$ cat src/rtl/ntt_seq.sv
// ntt_seq -- sequential streaming N-point number-theoretic transform over Z_m.
//
// Loads N coefficients x[0..N-1] over a valid/ready stream, then for each
// output index k evaluates X[k] = sum_j x[j] * w^(j*k) mod m with one modular
// multiply-accumulate per cycle, and streams X[0..N-1] out in natural order.
//
// Optional feature macro: NTT_INVERSE_EN
//   defined   -> inv=1 (sampled with x[0]) selects inverse mode; every result
//                passes through a SCALE cycle that multiplies it by n_inv.
//   undefined -> no SCALE state or scaling multiplier; inv/n_inv are ignored.
//
// Ports:
//   clk        rising-edge clock
//   rst        synchronous active-high reset
//   in_valid   coefficient valid
//   in_ready   coefficient accepted (LOAD state only)
//   in_data    coefficient x[j], j = arrival order
//   omega      primitive N-th root of unity (sampled with x[0])
//   mod        modulus m >= 2 (sampled with x[0])
//   inv        inverse select (sampled with x[0])
//   n_inv      N^-1 mod m (sampled with x[0])
//   out_valid  result valid
//   out_ready  downstream accepts result
//   out_data   X[k], always < m
//   out_index  k of the current result
//   out_last   high with out_valid when k = N-1
//   busy       high in any state other than LOAD
module ntt_seq #(
  parameter int N = 8,
  parameter int W = 8
) (
  input  logic                 clk,
  input  logic                 rst,
  input  logic                 in_valid,
  output logic                 in_ready,
  input  logic [W-1:0]         in_data,
  input  logic [W-1:0]         omega,
  input  logic [W-1:0]         mod,
  input  logic                 inv,
  input  logic [W-1:0]         n_inv,
  output logic                 out_valid,
  input  logic                 out_ready,
  output logic [W-1:0]         out_data,
  output logic [$clog2(N)-1:0] out_index,
  output logic                 out_last,
  output logic                 busy
);

  localparam int LOGN = $clog2(N);
  localparam logic [LOGN-1:0] LAST = LOGN'(N - 1);
  localparam logic [W-1:0]    ONE  = W'(1);

`ifdef NTT_INVERSE_EN
  typedef enum logic [1:0] {S_LOAD, S_ROW, S_SCALE, S_EMIT} state_t;
`else
  typedef enum logic [1:0] {S_LOAD, S_ROW, S_EMIT} state_t;
`endif

  state_t state, state_next;

  logic [W-1:0]    coef_mem [N];
  logic [W-1:0]    omega_r, mod_r, acc, tw, wk;
  logic [LOGN-1:0] j, k;
  logic            in_fire, out_fire;

`ifdef NTT_INVERSE_EN
  logic            inv_r;
  logic [W-1:0]    n_inv_r;
`else
  // Forward-only build: the inverse-mode inputs are intentionally unused.
  logic            unused_cfg;
  assign unused_cfg = ^{inv, n_inv};
`endif

  // Full-width product reduced by the modulus.
  function automatic logic [W-1:0] mul_mod(input logic [W-1:0] a,
                                           input logic [W-1:0] b,
                                           input logic [W-1:0] m);
    logic [2*W-1:0] prod;
    prod = {{W{1'b0}}, a} * {{W{1'b0}}, b};
    return W'(prod % {{W{1'b0}}, m});
  endfunction

  // Both operands are already < m, so one conditional subtract suffices.
  function automatic logic [W-1:0] add_mod(input logic [W-1:0] a,
                                           input logic [W-1:0] b,
                                           input logic [W-1:0] m);
    logic [W:0] sum;
    sum = {1'b0, a} + {1'b0, b};
    if (sum >= {1'b0, m}) sum = sum - {1'b0, m};
    return W'(sum);
  endfunction

  assign in_ready  = (state == S_LOAD);
  assign busy      = (state != S_LOAD);
  assign out_valid = (state == S_EMIT);
  assign out_data  = out_valid ? acc : '0;
  assign out_index = k;
  assign out_last  = out_valid && (k == LAST);
  assign in_fire   = in_valid && in_ready;
  assign out_fire  = out_valid && out_ready;

  // NOTE: sequential state uses non-blocking assignments so every register
  // samples the values from before the edge, independent of statement order.
  always_ff @(posedge clk) begin
    if (rst) state <= S_LOAD;
    else     state <= state_next;
  end

  // NOTE: state_next is defaulted before the case so no path leaves it
  // unassigned, which would otherwise infer a latch.
  always_comb begin
    state_next = state;
    case (state)
      S_LOAD: if (in_fire && j == LAST) state_next = S_ROW;
      S_ROW: begin
        if (j == LAST) begin
`ifdef NTT_INVERSE_EN
          state_next = inv_r ? S_SCALE : S_EMIT;
`else
          state_next = S_EMIT;
`endif
        end
      end
`ifdef NTT_INVERSE_EN
      S_SCALE: state_next = S_EMIT;
`endif
      S_EMIT: if (out_ready) state_next = (k == LAST) ? S_LOAD : S_ROW;
      default: state_next = S_LOAD;
    endcase
  end

  // NOTE: the coefficient buffer has no reset; every entry is rewritten by
  // the load phase before ROW reads it, so reset would only cost area.
  always_ff @(posedge clk) begin
    if (!rst && in_fire) coef_mem[j] <= in_data;
  end

  always_ff @(posedge clk) begin
    if (rst) begin
      j       <= '0;
      k       <= '0;
      acc     <= '0;
      tw      <= ONE;
      wk      <= ONE;
      omega_r <= '0;
      // Non-zero so the reducers never see a zero divisor before a frame.
      mod_r   <= ONE;
`ifdef NTT_INVERSE_EN
      inv_r   <= 1'b0;
      n_inv_r <= '0;
`endif
    end else begin
      case (state)
        S_LOAD: begin
          if (in_fire) begin
            j <= j + 1'b1;
            if (j == '0) begin
              omega_r <= omega;
              mod_r   <= mod;
`ifdef NTT_INVERSE_EN
              inv_r   <= inv;
              n_inv_r <= n_inv;
`endif
            end
            if (j == LAST) begin
              j   <= '0;
              k   <= '0;
              acc <= '0;
              tw  <= ONE;
              wk  <= ONE;
            end
          end
        end
        S_ROW: begin
          // tw walks w^(j*k) along the row; wk = w^k is fixed for this row.
          acc <= add_mod(acc, mul_mod(coef_mem[j], tw, mod_r), mod_r);
          tw  <= mul_mod(tw, wk, mod_r);
          j   <= (j == LAST) ? '0 : j + 1'b1;
        end
`ifdef NTT_INVERSE_EN
        S_SCALE: acc <= mul_mod(acc, n_inv_r, mod_r);
`endif
        S_EMIT: begin
          if (out_fire) begin
            if (k == LAST) begin
              j <= '0;
            end else begin
              k   <= k + 1'b1;
              wk  <= mul_mod(wk, omega_r, mod_r);
              acc <= '0;
              tw  <= ONE;
            end
          end
        end
        default: ;
      endcase
    end
  end

endmodule

$ cat config.mk
export PLATFORM = sky130hd
export DESIGN_NAME = ntt_seq
export DESIGN_NICKNAME = d
export VERILOG_FILES = /design/src/rtl/ntt_seq.sv
export SDC_FILE = /design/constraint.sdc
export NUM_CORES = 1
export LEC_CHECK = 0
export CAP_MARGIN = 20
export CORE_UTILIZATION = 30
export DETAILED_ROUTE_END_ITERATION = 16
export SLEW_MARGIN = 20
export SYNTH_ARGS = -nofsm -noshare
export SYNTH_HDL_FRONTEND = slang
export SYNTH_SLANG_ARGS = --single-unit
$ cat constraint.sdc
create_clock -name clk -period 65.2 [get_ports clk]
set_clock_uncertainty 0.05 [all_clocks]
set_input_delay 6.52 -clock clk [delete_from_list [all_inputs] [get_ports clk]]
set_output_delay 6.52 -clock clk [all_outputs]
set_load 0.02 [all_outputs]
* Word-level counts from Yosys, hierarchy flattened
Memory sizes are Yosys's and may differ from the RTL's. A register that Yosys moved wholly into a read port is not among the register bits. Cells that the tools add are included.
Word-level totals: register bits 48, memory bits (writable) 64, bits of input ports 37, logic and storage cells 82, memories 1
Memories:
- coef_mem | depth 8, width 8, read ports 1, clocked after memory_dff 1, wr ports 1, RTL line 61 | logic [W-1:0] coef_mem [N];
Cells by class: $add $sub $neg 4, multipliers 3, divide/modulo/power cells 3, $lt $le $gt $ge 1, equality and inequality tests 12, multiplexer cells 34, reduce and logical (&&, ||, !) cells 16
Operators by type and width (number):
- two-way mux 8 bit | 12
- remainder unit 16 x 8 -> 16 bit | 3
- multiplier 8 x 8 -> 16 bit | 3
- one-hot mux 8 bit (3 select lines) | 2
- two-way mux 3 bit | 10
- one-hot mux 8 bit (2 select lines) | 1
- inequality test 2 x 1 -> 1 bit, second input constant | 6
- AND reduction 5 bit | 2
- adder 8 x 8 -> 9 bit | 1
- greater-or-equal comparator 9 x 8 -> 1 bit | 1
- one-hot mux 3 bit (3 select lines) | 1
- subtractor 8 bit | 1
- adder 3 x 1 -> 3 bit, second input constant | 2
- equality test 3 bit, second input constant | 2
- two-way mux 2 bit | 3
- one-hot mux 2 bit (3 select lines) | 1
- one-hot mux 3 bit (2 select lines) | 1
- AND reduction 3 bit | 2
- logical AND 1 bit | 5
- inequality test 2 bit, second input constant | 2
- AND reduction 4 bit | 1
- nonzero test 2 bit | 2
- zero test 3 bit | 1
- two-way mux 1 bit | 3
- other kinds (5) | 5

* Logic depth before layout (Yosys ltp)
depth in word-level cells 6, gate-level depth with buffers 202, depth with buffers taken out 191

* Worst setup path before layout
No wires, ideal clock.
path type reg-to-reg, start point register with a tool-made name, end point register acc[3], library setup time 0.128 ns, data arrival time 38.294 ns, slack 26.728 ns, stages on the path, launching flop included 188, cell sequence dfxtp_1 clkbuf_1 buf_1 mux4_2 mux2i_1 nor2b_1 fa_1 fa_1 fa_1 inv_1 fa_1 inv_1 ha_1 clkbuf_1 a21oi_1 and2_1 a21oi_1 a211oi_1 [152 not listed] nand4bb_1 buf_2 mux2_2 ha_1 a21oi_1 o21bai_1 a21oi_1 o21bai_1 a21oi_1 xnor2_1 ha_1 nand4_1 nor2_1 a2111oi_0 nand2_1 mux2_2 a22oi_1 nor2_1
RTL lines:
- to (signal assigned) | RTL line 177 | acc <= add_mod(acc, mul_mod(coef_mem[j], tw, mod_r), mod_r);
- to (decl) | RTL line 62 | logic [W-1:0] omega_r, mod_r, acc, tw, wk;

==> impl_metrics.toml <==
[global_route]
antenna_found_initial = 0
grt_pass1_wl_um = 127000
grt-ovfl-total = 0
gr-usage-all-layers_pct = 15.4
grt_pass1_vias = 25100
grt_max_degree = 49

[final_layout]
finalInstanceArea_um2 = 31400
drive_above_1_share_pct = 7.35
nets = 4178
antenna_cells = 0
final_common_cell = "ha_1"
syn_to_final_growth_pct = 8.22
final_cell_mix = "436 x ha_1, 302 x nand2_1, 294 x nor2_1"

[place]
gp_congestion = 0.852
portBuffers = 42
dpl.hpwl_um = 60600
post_dp_cell_area_um2 = 30700

[yosys]
ys_warn_count = 0
synth_xor_area_share_pct = 5.05
synthMuxAreaShare_pct = 7.13
synth-simple-area-share_pct = 21.3
synth_compound_area_share_pct = 25.5
synthArstFlopShare_pct = 0
synthAdderAreaFrac_pct = 26.7
synth_area_per_cell_um2 = 8.05
synth_seq_cells = 115
ys_types = 116
synthCells = 3598
yosysTopAreaCell = "ha_1"
syn-cell-area_um2 = 29000
yosys-top-cells-area = "ha_1 19%, fa_1 7.8%, edfxtp_1 6.6%"
syn-num-nets = 4184
synth-edff-count = 64
yosys.area.top_type_share_pct = 18.8
seq_area_frac_synth_pct = 10.2
synth_top_family_by_area = "adder cells"
ys.flop_type = "edfxtp_1"

[clocking]
clock_sinks = 115
clk_pin_slew_ns = 0.06
numCtsBuffers = 17
cts_setup_buffers = 0
clock_path_buffers = 2
cts-root-buf = "clkbuf_16"
cts_resized = 0
tritoncts = "yes"
htreeDepth = 4
clk_latency_ns = 0.43
cts_hold_buf = 0

[timing]
finalSetupViolations = 0
finalWorstPathRequiredPeriod_ns = 44.55
rsz0062_at_grt = "false"
max-slew-margin-rel_pct = 28.4
fmax_mhz = 22.4
tns_ns = 0
hold_viol = 0
worst_slew_pin_slew_ns = 1.06
slew_viol_final = 0
holdWs_ns = 0.437
fin_crit_sh_pct = 68.3

[worst_setup_path]
path_buf_inv = 8
max_stage_delay_ns = 0.86
critPathTopFamily = "compound AO/OA/AOI/OAI gates"
required_ns = 65.45
critPathKind = "flip-flop to flip-flop"
startpoint_type = "flip-flop"
crit_fanout = 18
crit_arrival_ns = 44.80
path_common_cell = "o21a_1"
rrSetupSlack_ns = 20.65
crit_slowest_cell = "dfxtp_1"
worstSetupEndpointType = "flip-flop"

[floorplanning]
fp.dieArea_um2 = 97800
ioPinCount = 52
initial_core_util_pct = 30.4
rows = 113
die_y_um = 313
fp.coreArea_um2 = 95300
die_w_um = 313

[detailed_routing]
dr.pass1.iters = 5
vias_per_cell = 5.38
drc = 0
drt-total-wl_um = 76200
num_vias = 26200
drt_iter0_drc = 1524
wire_per_inst_um = 15.7
drtAntennaViolNets = 0

[run_status]
status = "complete, no violations"

[worst_hold_path]
hp-class = "flip-flop to flip-flop"

[job]
maxCapViolations = 0
-- area by class of cell --
class                   instances  area, um^2
multi-input cells            3171       24800
inverters                     225         845
fillers                     10100       63900
repair buffers                 62         571
clock buffers                  17         425
well taps                    1265        1580
clock inverters                15         183
flip-flops and latches        115        2940
-- flip-flops by register name (all words and copies together) (netlist names), named ones only --
register   cells
mod_r          8
acc            8
tw             8
wk             8
state          2
out_index      3
omega_r        8
coef_mem      64
j              3
-- worst reg2reg max path, delay by kind of cell, from the launching register on --
family	cells	cell delay, ns
adder cells (fa/ha/maj)	24	8.50
flip-flops	1	0.86
AND/OR/NAND/NOR	48	10.00
XOR/XNOR	1	0.23
buffers and inverters	8	0.57
multiplexers	7	2.87
AO/OA/AOI/OAI	92	21.31
-- per-layer routing --
layer,vias to the layer above,routed length [um],global-route usage [%]
met3,64,2140,0.814
li1,13300,-,-
met2,409,35200,26.4
met1,12400,38100,21.5
met4,0,767,2.20
met5,-,0,0
-- worst paths after layout --
| path | startpoint | end | depth (start not counted) |
|---|---|---|---|
| worst max-delay path | flip-flop | acc[4]$_SDFFE_PP0P_ | 180 |
| worst min-delay path | acc[7]$_SDFFE_PP0P_ | acc[7]$_SDFFE_PP0P_ | 2 |
| worst max register to register | flip-flop | acc[4]$_SDFFE_PP0P_ | 180 |
| worst min register to register | acc[7]$_SDFFE_PP0P_ | acc[7]$_SDFFE_PP0P_ | 2 |
-- synthesized netlist by cell type (14+ instances only) --
cell type  count
a31oi_1       27
o22ai_1       16
a21o_1        96
o31ai_1       42
clkbuf_1      63
nor3_1       141
mux2_2        95
a21oi_1      215
dfxtp_1       51
nand2b_1      63
o21a_1       161
nor2_1       294
nand2_1      302
mux4_2        16
a211oi_1      40
o21ai_0      158
and2_1        89
mux2i_1       53
o21ai_1       14
or3_1         37
nor2b_1       96
edfxtp_1      64
xor2_1        64
nand3_1       53
o211a_1       18
and3_1        21
a211o_1       19
ha_1         436
or2_2         22
inv_1        225
xnor2_1      103
fa_1         113
nand4_1       32
o211ai_1      43
a22oi_1       16
-- through the flow --
stage / cells / worst slack (ns) / util, %
2_1_floorplan: 3598 / 26.73 / -
3_3_place_gp: 4837 / 21.16 / 32.3
3_5_place_dp: 4837 / 20.93 / 32.3
4_1_cts: 4869 / 20.77 / 32.9
5_1_grt: 4870 / 16.60 / 32.9
6_report: 4870 / 20.65 / 32.9
-- kinds of logic (layout without fill, tap and decap cells) --
kind of cell             count (synthesis)  count (layout)
AO/OA/AOI/OAI                         1054            1054
XOR/XNOR                               167             167
adder cells (fa/ha/maj)                550             550
buffers and inverters                  312             319
flip-flops                             115             115
multiplexers                           171             171
AND/OR/NAND/NOR                       1229            1229
Power is not shown: default switching activity piles up to over one toggle a cycle in this logic, so the estimate is an artifact.
